<file path="src/rtl/train_sequencer.sv">
// train_sequencer: walks sample memory, feeds words to the autoencoder datapath
// with valid/ready, and counts completed training iterations up to MAX_ITER.
module train_sequencer #(
  parameter int DATA_W     = 16,
  parameter int ADDR_W     = 10,
  parameter int DATA_DEPTH = 1024,
  parameter int END_MARKER = 332,
  parameter int MAX_ITER   = 10000,
  parameter int ITER_W     = 17
) (
  input  logic              clk,
  input  logic              rst_n,
  input  logic              start,
  input  logic              abort,
  output logic [ADDR_W-1:0] mem_addr,
  input  logic [DATA_W-1:0] mem_rdata,
  output logic [DATA_W-1:0] dp_data,
  output logic              dp_valid,
  output logic              dp_last,
  input  logic              dp_ready,
  input  logic              dp_done,
  output logic [ITER_W-1:0] iter_count,
  output logic              busy,
  output logic              finished
);
  typedef enum logic [2:0] {IDLE, FETCH, CAPTURE, PRESENT, WAIT_DP, DONE} state_t;
  state_t state;
  logic [ITER_W-1:0] iter_next;
  logic              is_marker;
  assign iter_next = iter_count + ITER_W'(1);
  assign is_marker = mem_rdata == DATA_W'(END_MARKER);
  always_ff @(posedge clk or negedge rst_n)
    if (!rst_n) begin
      state      <= IDLE;
      mem_addr   <= '0;
      dp_data    <= '0;
      dp_valid   <= 1'b0;
      dp_last    <= 1'b0;
      iter_count <= '0;
      busy       <= 1'b0;
      finished   <= 1'b0;
    end else if (abort && busy) begin
      state    <= IDLE;
      dp_valid <= 1'b0;
      dp_last  <= 1'b0;
      busy     <= 1'b0;
    end else
      case (state)
        IDLE, DONE:
          if (start && !abort) begin
            state      <= FETCH;
            mem_addr   <= '0;
            iter_count <= '0;
            busy       <= 1'b1;
            finished   <= 1'b0;
          end
        FETCH: state <= CAPTURE;
        CAPTURE: begin
          dp_data  <= is_marker ? '0 : mem_rdata;
          dp_last  <= is_marker;
          dp_valid <= 1'b1;
          state    <= PRESENT;
        end
        PRESENT:
          if (dp_ready) begin
            dp_valid <= 1'b0;
            mem_addr <= mem_addr == ADDR_W'(DATA_DEPTH - 1) ? '0 : mem_addr + ADDR_W'(1);
            state    <= dp_last ? WAIT_DP : FETCH;
          end
        WAIT_DP:
          if (dp_done) begin
            iter_count <= iter_next;
            state      <= iter_next == ITER_W'(MAX_ITER) ? DONE : FETCH;
            busy       <= iter_next != ITER_W'(MAX_ITER);
            finished   <= iter_next == ITER_W'(MAX_ITER);
          end
        default: state <= IDLE;
      endcase
endmodule
</file>
<file path="config.mk">
export PLATFORM = sky130hd
export DESIGN_NAME = train_sequencer
export DESIGN_NICKNAME = d
export VERILOG_FILES = /design/src/rtl/train_sequencer.sv
export SDC_FILE = /design/constraint.sdc
export NUM_CORES = 1
export LEC_CHECK = 0
export ABC_AREA = 1
export BUFFER_PORTS_ARGS = -buffer_cell sky130_fd_sc_hd__buf_2
export CAP_MARGIN = 25
export CORE_MARGIN = 5
export CORE_UTILIZATION = 35
export CTS_CLUSTER_DIAMETER = 60
export DETAILED_ROUTE_END_ITERATION = 8
export RECOVER_POWER = 50
export SYNTH_ARGS = -nofsm -noshare
export SYNTH_HDL_FRONTEND = slang
export SYNTH_SLANG_ARGS = --single-unit
</file>
<file path="constraint.sdc">
create_clock -name clk -period 1.7 [get_ports clk]
set_clock_uncertainty 0.15 [all_clocks]
set_input_delay 0.34 -clock clk [delete_from_list [all_inputs] [get_ports clk]]
set_output_delay 0.34 -clock clk [all_outputs]
set_load 0.05 [all_outputs]
</file>
Yosys cells after proc, flatten, opt, wreduce, memory -nomap -nowiden
Cells that the tools add are included.
Widths: inputs -> output; s select.
{ "classes": {"addsub": 2, "n_mul": 0, "div_mod_pow": 0, "n_lt_le_gt_ge": 0, "eq_ne": 15, "shifts": 0, "muxes": 27, "bitwise": 1, "reduce_logical": 16} }
{ "op_table": {"columns": ["operator", "count"], "rows": [
  ["$mux 17", 2],
  ["$pmux 17 s2", 1],
  ["$mux 10", 3],
  ["$pmux 10 s2", 1],
  ["$mux 3", 6],
  ["$add 17x1->17 const B", 1],
  ["$eq 17x14->1 const B", 1],
  ["$ne 17x14->1 const B", 1],
  ["$eq 16x9->1 const B", 1],
  ["$mux 16", 1],
  ["$pmux 3 s5", 1],
  ["$add 10x1->10 const B", 1],
  ["$eq 10x10->1 const B", 1],
  ["$mux 1", 9],
  ["$ne 3x3->1 const B", 3],
  ["$reduce_and 4->1", 2],
  ["$eq 3x2->1 const B", 2],
  ["$eq 3x3->1 const B", 2],
  ["$ne 2x2->1 const B", 3],
  ["$pmux 1 s2", 3],
  ["$reduce_and 3->1", 2],
  ["$reduce_bool 2->1", 3],
  ["$reduce_bool 3->1", 2],
  ["$reduce_and 2->1", 2],
  ["6 further kinds", 7]
]} }
{ "totals": {"reg_bits": 50, "latchBits": 0, "ramBits": 0, "rom_bits": 0, "input_bits": 22, "out_inout_bits": 47, "wordCells": 69, "n_memories": 0} }

Logic depth before layout (Yosys ltp)
Gate-level depths: netlist (run 1).
{ "logic_depth": {"depth_word": 6, "depth_mapped": 14, "ltp_nobuf": 14} }

Least setup slack after synthesis (run 1)
OpenSTA, ideal clock, no wires.
{ "synth_timing": {"path_type": "reg2reg", "startpoint": "register iter_count[0]", "endpoint": "register state[2]", "setup_ns": 0.065, "arrival_ns": 1.987, "t_required_ns": 1.485, "slack_ns": -0.502, "stages_incl_launch_ff": 14, "n_path_buf": 0, "period_less_slack_ns": 2.202, "path_cell_list": "dfrtp_1 -> ha_1 -> nand2_1 -> nor2_2 -> nand3_1 -> nor2_1 -> nand2_1 -> nand2_1 -> nand2_1 -> nor2_1 -> nand2_1 -> nand2_1 -> nand2_1 -> nand2_1"} }
{ "synth_between": {"elab_chain_len": 6} }
{ "synth_lines": {"columns": ["item", "line_no", "rtl"], "rows": [
  ["start: declaration", "22", "output logic [ITER_W-1:0] iter_count,"],
  ["start signal: assignment", "72", "iter_count <= iter_next;"],
  ["$add 17x1->17", "30", "assign iter_next = iter_count + ITER_W'(1);"],
  ["$eq 17x14->1", "73", "state <= iter_next == ITER_W'(MAX_ITER) ? DONE : FETCH;"],
  ["$mux 3", "73", null],
  ["$mux 3", "71", "if (dp_done) begin"],
  ["$pmux 3 s5", "48", "case (state)"],
  ["$mux 3", "42", "end else if (abort && busy) begin"],
  ["end signal: assignment", "68", "state <= dp_last ? WAIT_DP : FETCH;"],
  ["end signal: assignment", "73", null],
  ["end: declaration", "27", "state_t state;"]
]} }
No other way between the ends. The select of a mux whose other input is x is not followed.
A chain may end at the register's enable or synchronous reset.

Worst setup path in the final report (run 1)
Same ends and word-level chain as after synthesis.

==> run summary, run 1 <==
Final core utilization = 52.6%
Largest cells by area after synthesis = dfrtp_1 (44%), nand2_1 (14%), inv_1 (5.1%), nor2_1 (3.9%), o22ai_2 (3.9%)
FF+latch area = 0.00127 mm2
Tmin final = 1.84 ns
Initial antenna violation count = 0
Grt total ovfl = 0
PwrDens = 1370 mW/mm2
#FFs+latches synth = 50
First-pass iteration count of the detailed router = 4
Cell Area, Synth = 0.00285 mm2
Routability cong. = 0.923
Worst Hold Launch = mem_rdata[1]
Worst slack at placement = -0.170 ns
Port-buffer cells = 68
FP Rows = 33
PnR worst setup slack = -0.135 ns
Critical-path maximum fanout = 5
Clock Pin Slew Worst Setup and Hold Paths = 0.10 ns
R2R Path End = state[2]
Fmax achieved = 545 MHz
Drc violations = 0
Crit Path Category = flop to flop
Synth top area share = 43.9%
DIE HEIGHT = 100 um
Largest net degree at the start of global routing = 25
Netlist cell types = 33
# nets final = 529
Crit start category = flop
Vias in the first global route = 2742
Multi-input gate area = 0.00161 mm2
Leak pwr = 2.09 nW
Post-Syn Nets = 388
Initial Util = 35.3%
Maximum VDD drop = 1.19 mV
Die X = 100 um
Area delta synth->final = 49.3%
All-Layer GR Usage = 15.5%
Slew headroom = 68.3%
Count leader, synth = nand2_1
Fin. Hold Viols = 0
Violated checks = negative setup slack
Worst-Margin Slew = 0.475 ns
Hold Path Sink = dp_data[1]
EDFF count, synth = 0
Max Root-Sink Buffers = 2
Count of pins over their slew limit = 0
Final period util = 108%
Synthesized area per cell = 7.84 um2
First-pass GRT wire length = 12800 um
RSZ-0062 raised after global routing = yes
Largest area contributor in the netlist = dfrtp_1
DR iter-0 viols = 101
Post-Syn Instances = 364
Routed Antenna Nets = 0
Root buffer cell = clkbuf_8
Reg2reg start = iter_count[0]
Max Cap Violations = 0
Clock sinks = 50
R2R depth = 13
Antenna Cells = 0
Ports = 69
Routed WL = 7860 um
CP arrival = 1.93 ns
Post-synth top cells = nand2_1 (110), dfrtp_1 (50), inv_1 (39)
Average wire per standard cell = 12.9 um
Vias per cell = 4.82
Status = finished with violations
Hold Path Stages = 3
Vias = 2946
CP required = 1.80 ns
Reg2reg setup slack = -0.14 ns
Core Area = 0.00809 mm2
TritonCTS clock tree = done
Syn. warnings = 0
Most used DFF post-synth = dfrtp_1
Worst min path class = input pin to flop
Die area = 0.0101 mm2
Sequential area share after synthesis = 43.9%
Async set-or-reset flop fraction in the synthesized netlist = 100%
Worst setup EP type = flop
Later-pin clock latency in the skew report = 0.30 ns
CTS Buf Count = 5
Final setup fails = 20
Dpl hpwl = 5830 um
H-tree level count = 2
Fraction of layout cells with a size suffix above 1 = 46.4%
Fillers = 773
## flip-flops by register name (all words and copies together) (netlist names)
signal / cells
dp_last: 1
iter_count: 17
mem_addr: 10
busy: 1
dp_data: 16
state: 3
finished: 1
dp_valid: 1
## stage by stage
step                instances  total power [mW]  TNS (ns)  hold slack [ns]  instance area (um2)
detailed placement        583              4.66    -0.462            0.174                 3780
global route              611              6.24     -4.40           0.0869                 4260
floorplan                 364              3.67    -0.559           -0.106                 2930
finish                    611              5.85     -1.06           0.0907                 4260
CTS                       596              5.42    -0.278           0.0801                 3940
global placement          583              4.63    -0.313            0.168                 3780
## timing repair
item / CTS / global route
hold buffers: 1 / 0
cloned: 0 / 2
setup endpoints to repair: 4 / 45
setup buffers: 4 / 13
endpoints found under the hold margin: 15 / 0
pin swaps: 8 / 9
resized for setup: 10 / 53
## layout by cell type, fill, tap and decap left out, drive strengths merged
master       instances
a21boi               1
a21oi                8
a22o                 1
a22oi                2
a31oi                3
buf                128
clkbuf              14
clkinv               2
clkinvlp             1
dfrtp               50
dlygate4sd3          1
ha                   2
inv                 47
nand2              116
nand3               22
nand4               14
nor2                39
nor3                 5
o21a                 1
o21ai               34
o22ai                9
xor2                 6
## critical path, stage by stage, from the launching register on
cell     delay (ns)
dfrtp_2        0.42
ha_4           0.19
nand2_4        0.06
nor2_4         0.16
nand3_2        0.11
nand2_1        0.10
nand2_2        0.06
nor2_1         0.10
nand2_1        0.08
nor2_2         0.12
nand2_1        0.08
nand2_1        0.06
nand2_1        0.04
nand2_1        0.05
## layout make-up
type	count	share of cell area, %
flip-flops and latches	50	29.8
well taps	105	3.08
multi-input cells	263	37.9
repair inverters	1	0.206
clock buffers	5	1.62
inverters	46	4.41
clock inverters	3	0.588
repair buffers	138	22.4
## worst max path at each step
stage | slack (ns) | startpoint | endpoint
finish | -0.14 | iter_count[0] | state[2]
global placement | -0.11 | iter_count[2] | state[2]
CTS | -0.10 | iter_count[0] | state[2]
floorplan | -0.19 | iter_count[0] | state[2]
global route | -0.26 | iter_count[0] | state[2]
detailed placement | -0.17 | iter_count[2] | state[2]
## per-layer routing
metal	part of all wire, %	track usage (%)	wire length, um	vias up
li1	-	-	-	1476
met4	0.93	4.15	73	0
met3	5.7	3.68	449	8
met5	0	0	0	-
met1	46	21.4	3580	1380
met2	48	24.5	3760	82
## logic make-up (layout without fill, tap and decap cells)
| family | count (synthesis) | count (layout) | share of synthesized area [%] |
|---|---|---|---|
| AND/OR/NAND/NOR | 196 | 196 | 31.5 |
| buffers and inverters | 51 | 193 | 7.54 |
| adder cells (fa/ha/maj) | 2 | 2 | 0.877 |
| XOR/XNOR | 6 | 6 | 2.11 |
| AO/OA/AOI/OAI | 59 | 59 | 14.1 |
| flip-flops | 50 | 50 | 43.9 |
## where the power goes
group          switching (mW)  leakage, nW  total [mW]  internal, mW
Clock                   0.438       0.0447       0.736         0.298
Sequential              0.197        0.638        1.68          1.48
Combinational            2.19         1.41        3.44          1.25
No activity file was read; power rests on OpenSTA's default activity.
==> inputs of run 2 (changes only) <==
--- a/config.mk
+++ b/config.mk
@@ -13,6 +13,7 @@
 export CTS_CLUSTER_DIAMETER = 60
 export DETAILED_ROUTE_END_ITERATION = 8
 export RECOVER_POWER = 50
+export SETUP_SLACK_MARGIN = 0.15
 export SYNTH_ARGS = -nofsm -noshare
 export SYNTH_HDL_FRONTEND = slang
 export SYNTH_SLANG_ARGS = --single-unit
==> run summary, run 2 (synthesis results as in run 1) <==
Fmax achieved = 553 MHz (was 545 MHz)
Initial Util = 35.3% (unchanged)
Worst-Margin Slew = 0.911 ns (was 0.475 ns)
Average wire per standard cell = 13.8 um (was 12.9 um)
Most frequent cells in the layout = nand2_1 (91), buf_2 (53), buf_4 (42) (was nand2_1 (100), buf_2 (60), buf_4 (56))
Final core utilization = 55.2% (was 52.6%)
Dpl hpwl = 5610 um (was 5830 um)
DR iter-0 viols = 53 (was 101)
Vias per cell = 4.87 (was 4.82)
Status = finished with violations (unchanged)
Clock Pin Slew Worst Setup and Hold Paths = 0.10 ns (about the same)
Switch share = 47.5% (was 48.3%)
Largest registers = iter_count: 17 flops, dp_data: 16 flops, mem_addr: 10 flops (unchanged)
Worst setup EP type = flop (unchanged)
Largest net degree at the start of global routing = 38 (was 25)
Fin. Hold Viols = 0 (unchanged)
Max Cap Violations = 0 (unchanged)
Part of the power in registers = 26.0% (was 28.6%)
Most common cell after layout, fill and taps aside = nand2_1 (unchanged)
Placed instance area = 0.00370 mm2 (was 0.00378 mm2)
Setup TNS = -1.35 ns (was -1.06 ns)
RSZ-0062 raised after global routing = yes (unchanged)
Violated checks = negative setup slack (unchanged)
Combinational power share = 60.8% (was 58.8%)
Initial antenna violation count = 0 (unchanged)
Leak pwr = 2.09 nW (about the same)
Non-filler cells, final = 600 (was 611)
Die X = 100 um (unchanged)
Fraction of layout cells with a size suffix above 1 = 52.1% (was 46.4%)
CP max stage delay = 0.43 ns (was 0.42 ns)
Antenna Cells = 0 (unchanged)
Net Sw Power = 3.13 mW (was 2.83 mW)
Ports = 69 (unchanged)
Design area = 0.00447 mm2 (was 0.00426 mm2)
Worst slack at placement = -0.103 ns (was -0.170 ns)
Die area = 0.0101 mm2 (unchanged)
Routed Antenna Nets = 0 (unchanged)
Crit start category = flop (unchanged)
PnR worst setup slack = -0.107 ns (was -0.135 ns)
Final period util = 106% (was 108%)
All-Layer GR Usage = 16.7% (was 15.5%)
Final setup fails = 20 (unchanged)
Slowest cell on the critical path = dfrtp_2 (unchanged)
H-tree level count = 2 (unchanged)
Clock sinks = 50 (unchanged)
FP Rows = 33 (unchanged)
Max Root-Sink Buffers = 2 (unchanged)
Critical-path maximum fanout = 5 (unchanged)
TritonCTS clock tree = done (unchanged)
Drc violations = 0 (unchanged)
CP Buf/Inv Count = 1 (was 0)
Area delta synth->final = 56.7% (was 49.3%)
Worst min path class = input pin to flop (unchanged)
Slew headroom = 39.3% (was 68.3%)
Vias in the first global route = 2881 (was 2742)
Routability cong. = 0.808 (was 0.923)
Int Power = 3.46 mW (was 3.03 mW)
First-pass iteration count of the detailed router = 5 (was 4)
Core Area = 0.00809 mm2 (unchanged)
PwrDens = 1470 mW/mm2 (was 1370 mW/mm2)
Later-pin clock latency in the skew report = 0.30 ns (about the same)
Vias = 2920 (was 2946)
CP arrival = 1.86 ns (was 1.93 ns)
# nets final = 518 (was 529)
Largest register FFs = 17 (unchanged)
CP required = 1.75 ns (was 1.80 ns)
Maximum VDD drop = 1.05 mV (was 1.19 mV)
CTS Buf Count = 5 (unchanged)
Grt total ovfl = 0 (unchanged)
Crit Path Category = flop to flop (unchanged)
Inst Count DP = 565 (was 583)
First-pass GRT wire length = 13700 um (was 12800 um)
Part of the power in the clock network = 13.1% (was 12.6%)
Root buffer cell = clkbuf_8 (unchanged)
Crit path max-delay family = simple AND/OR/NAND/NOR gates (unchanged)
Tmin final = 1.81 ns (was 1.84 ns)
Critical Path Most Common Cell = nand2_1 (unchanged)
Routed WL = 8280 um (was 7860 um)
Count of pins over their slew limit = 0 (unchanged)
DIE HEIGHT = 100 um (unchanged)
Largest Register = iter_count (unchanged)
Critical-path cell list = ha_4 > nand2_4 > nor2_4 > nand3_1 > nand2_1 > nand2_1 > nor2_1 > nand2_1 > nor2_2 > nand3_1 > nand2_1 > inv_1 (was ha_4 > nand2_4 > nor2_4 > nand3_2 > nand2_1 > nand2_2 > nor2_1 > nand2_1 > nor2_2 > nand2_1 > nand2_1 > nand2_1 > nand2_1)
Port-buffer cells = 68 (unchanged)
run 2: changes by cell type in the layout (fill, tap and decap cells not counted), moves of 7 or more:
cell / delta
buf_2: -7
dfrtp_2: +10
buf_4: -14
dfrtp_1: -10
nand3_2: +7
nand2_1: -9
run 2: metrics by stage:
step	hold WS, ns	power, mW
after floorplan	-0.106	3.80
final	0.0944	6.58
after global placement	0.137	4.49
after detailed placement	0.136	4.52
after CTS	0.0827	6.13
after global routing	0.0960	6.98
run 2: layer usage:
layer | vias up | part of all wire (%) | global-route usage [%]
li1 | 1455 | - | -
met1 | 1384 | 42 | 21.0
met5 | - | 0 | 0
met4 | 0 | 1.3 | 4.56
met2 | 73 | 52 | 29.2
met3 | 8 | 5.1 | 3.27
run 2: power groups by stage:
stage	logic [mW]	registers (mW)	clock network [mW]
after CTS	3.55	1.68	0.900
final	4.01	1.71	0.865
after floorplan	1.24	2.56	0
after global routing	4.28	1.75	0.942
after global placement	2.80	1.69	0
after detailed placement	2.83	1.69	0
run 2: final timing paths:
check	endpoint	startpoint	cells past startpoint	slack [ns]
max reg2reg	busy	iter_count[1]	12	-0.11
max	busy	iter_count[1]	12	-0.11
min reg2reg	dp_data[5]	dp_data[5]	2	0.33
min	dp_data[4]	mem_rdata[4]	3	0.09
min in group asynchronous	iter_count[3]	rst_n	2	0.52
max in group asynchronous	mem_addr[8]	rst_n	3	0.16
run 2: what timing repair did:
item / CTS / global route
endpoints found under the setup margin: 38 / 54
pin swaps: 22 / 36
gates cloned: 4 / 0
hold endpoints to repair: 13 / 0
buffers inserted: 16 / 6
hold buffers: 1 / 0
resized for setup: 52 / 59
run 2: cell type report:
class | count | area [um2]
Fill cell | 772 | 3620
Multi-Input combinational cell | 264 | 1750
Sequential cell | 50 | 1280
Timing Repair Buffer | 126 | 977
Inverter | 46 | 205
Tap cell | 105 | 131
Clock buffer | 5 | 68.8
Clock inverter | 3 | 45.0
Timing Repair inverter | 1 | 8.76
run 2: worst reg2reg max path, cell delays in order (launching register included):
cell	delay, ns
dfrtp_2	0.43
ha_4	0.18
nand2_4	0.06
nor2_4	0.16
nand3_1	0.09
nand2_1	0.09
nand2_1	0.06
nor2_1	0.08
nand2_1	0.08
nor2_2	0.14
nand3_1	0.08
nand2_1	0.07
inv_1	0.04
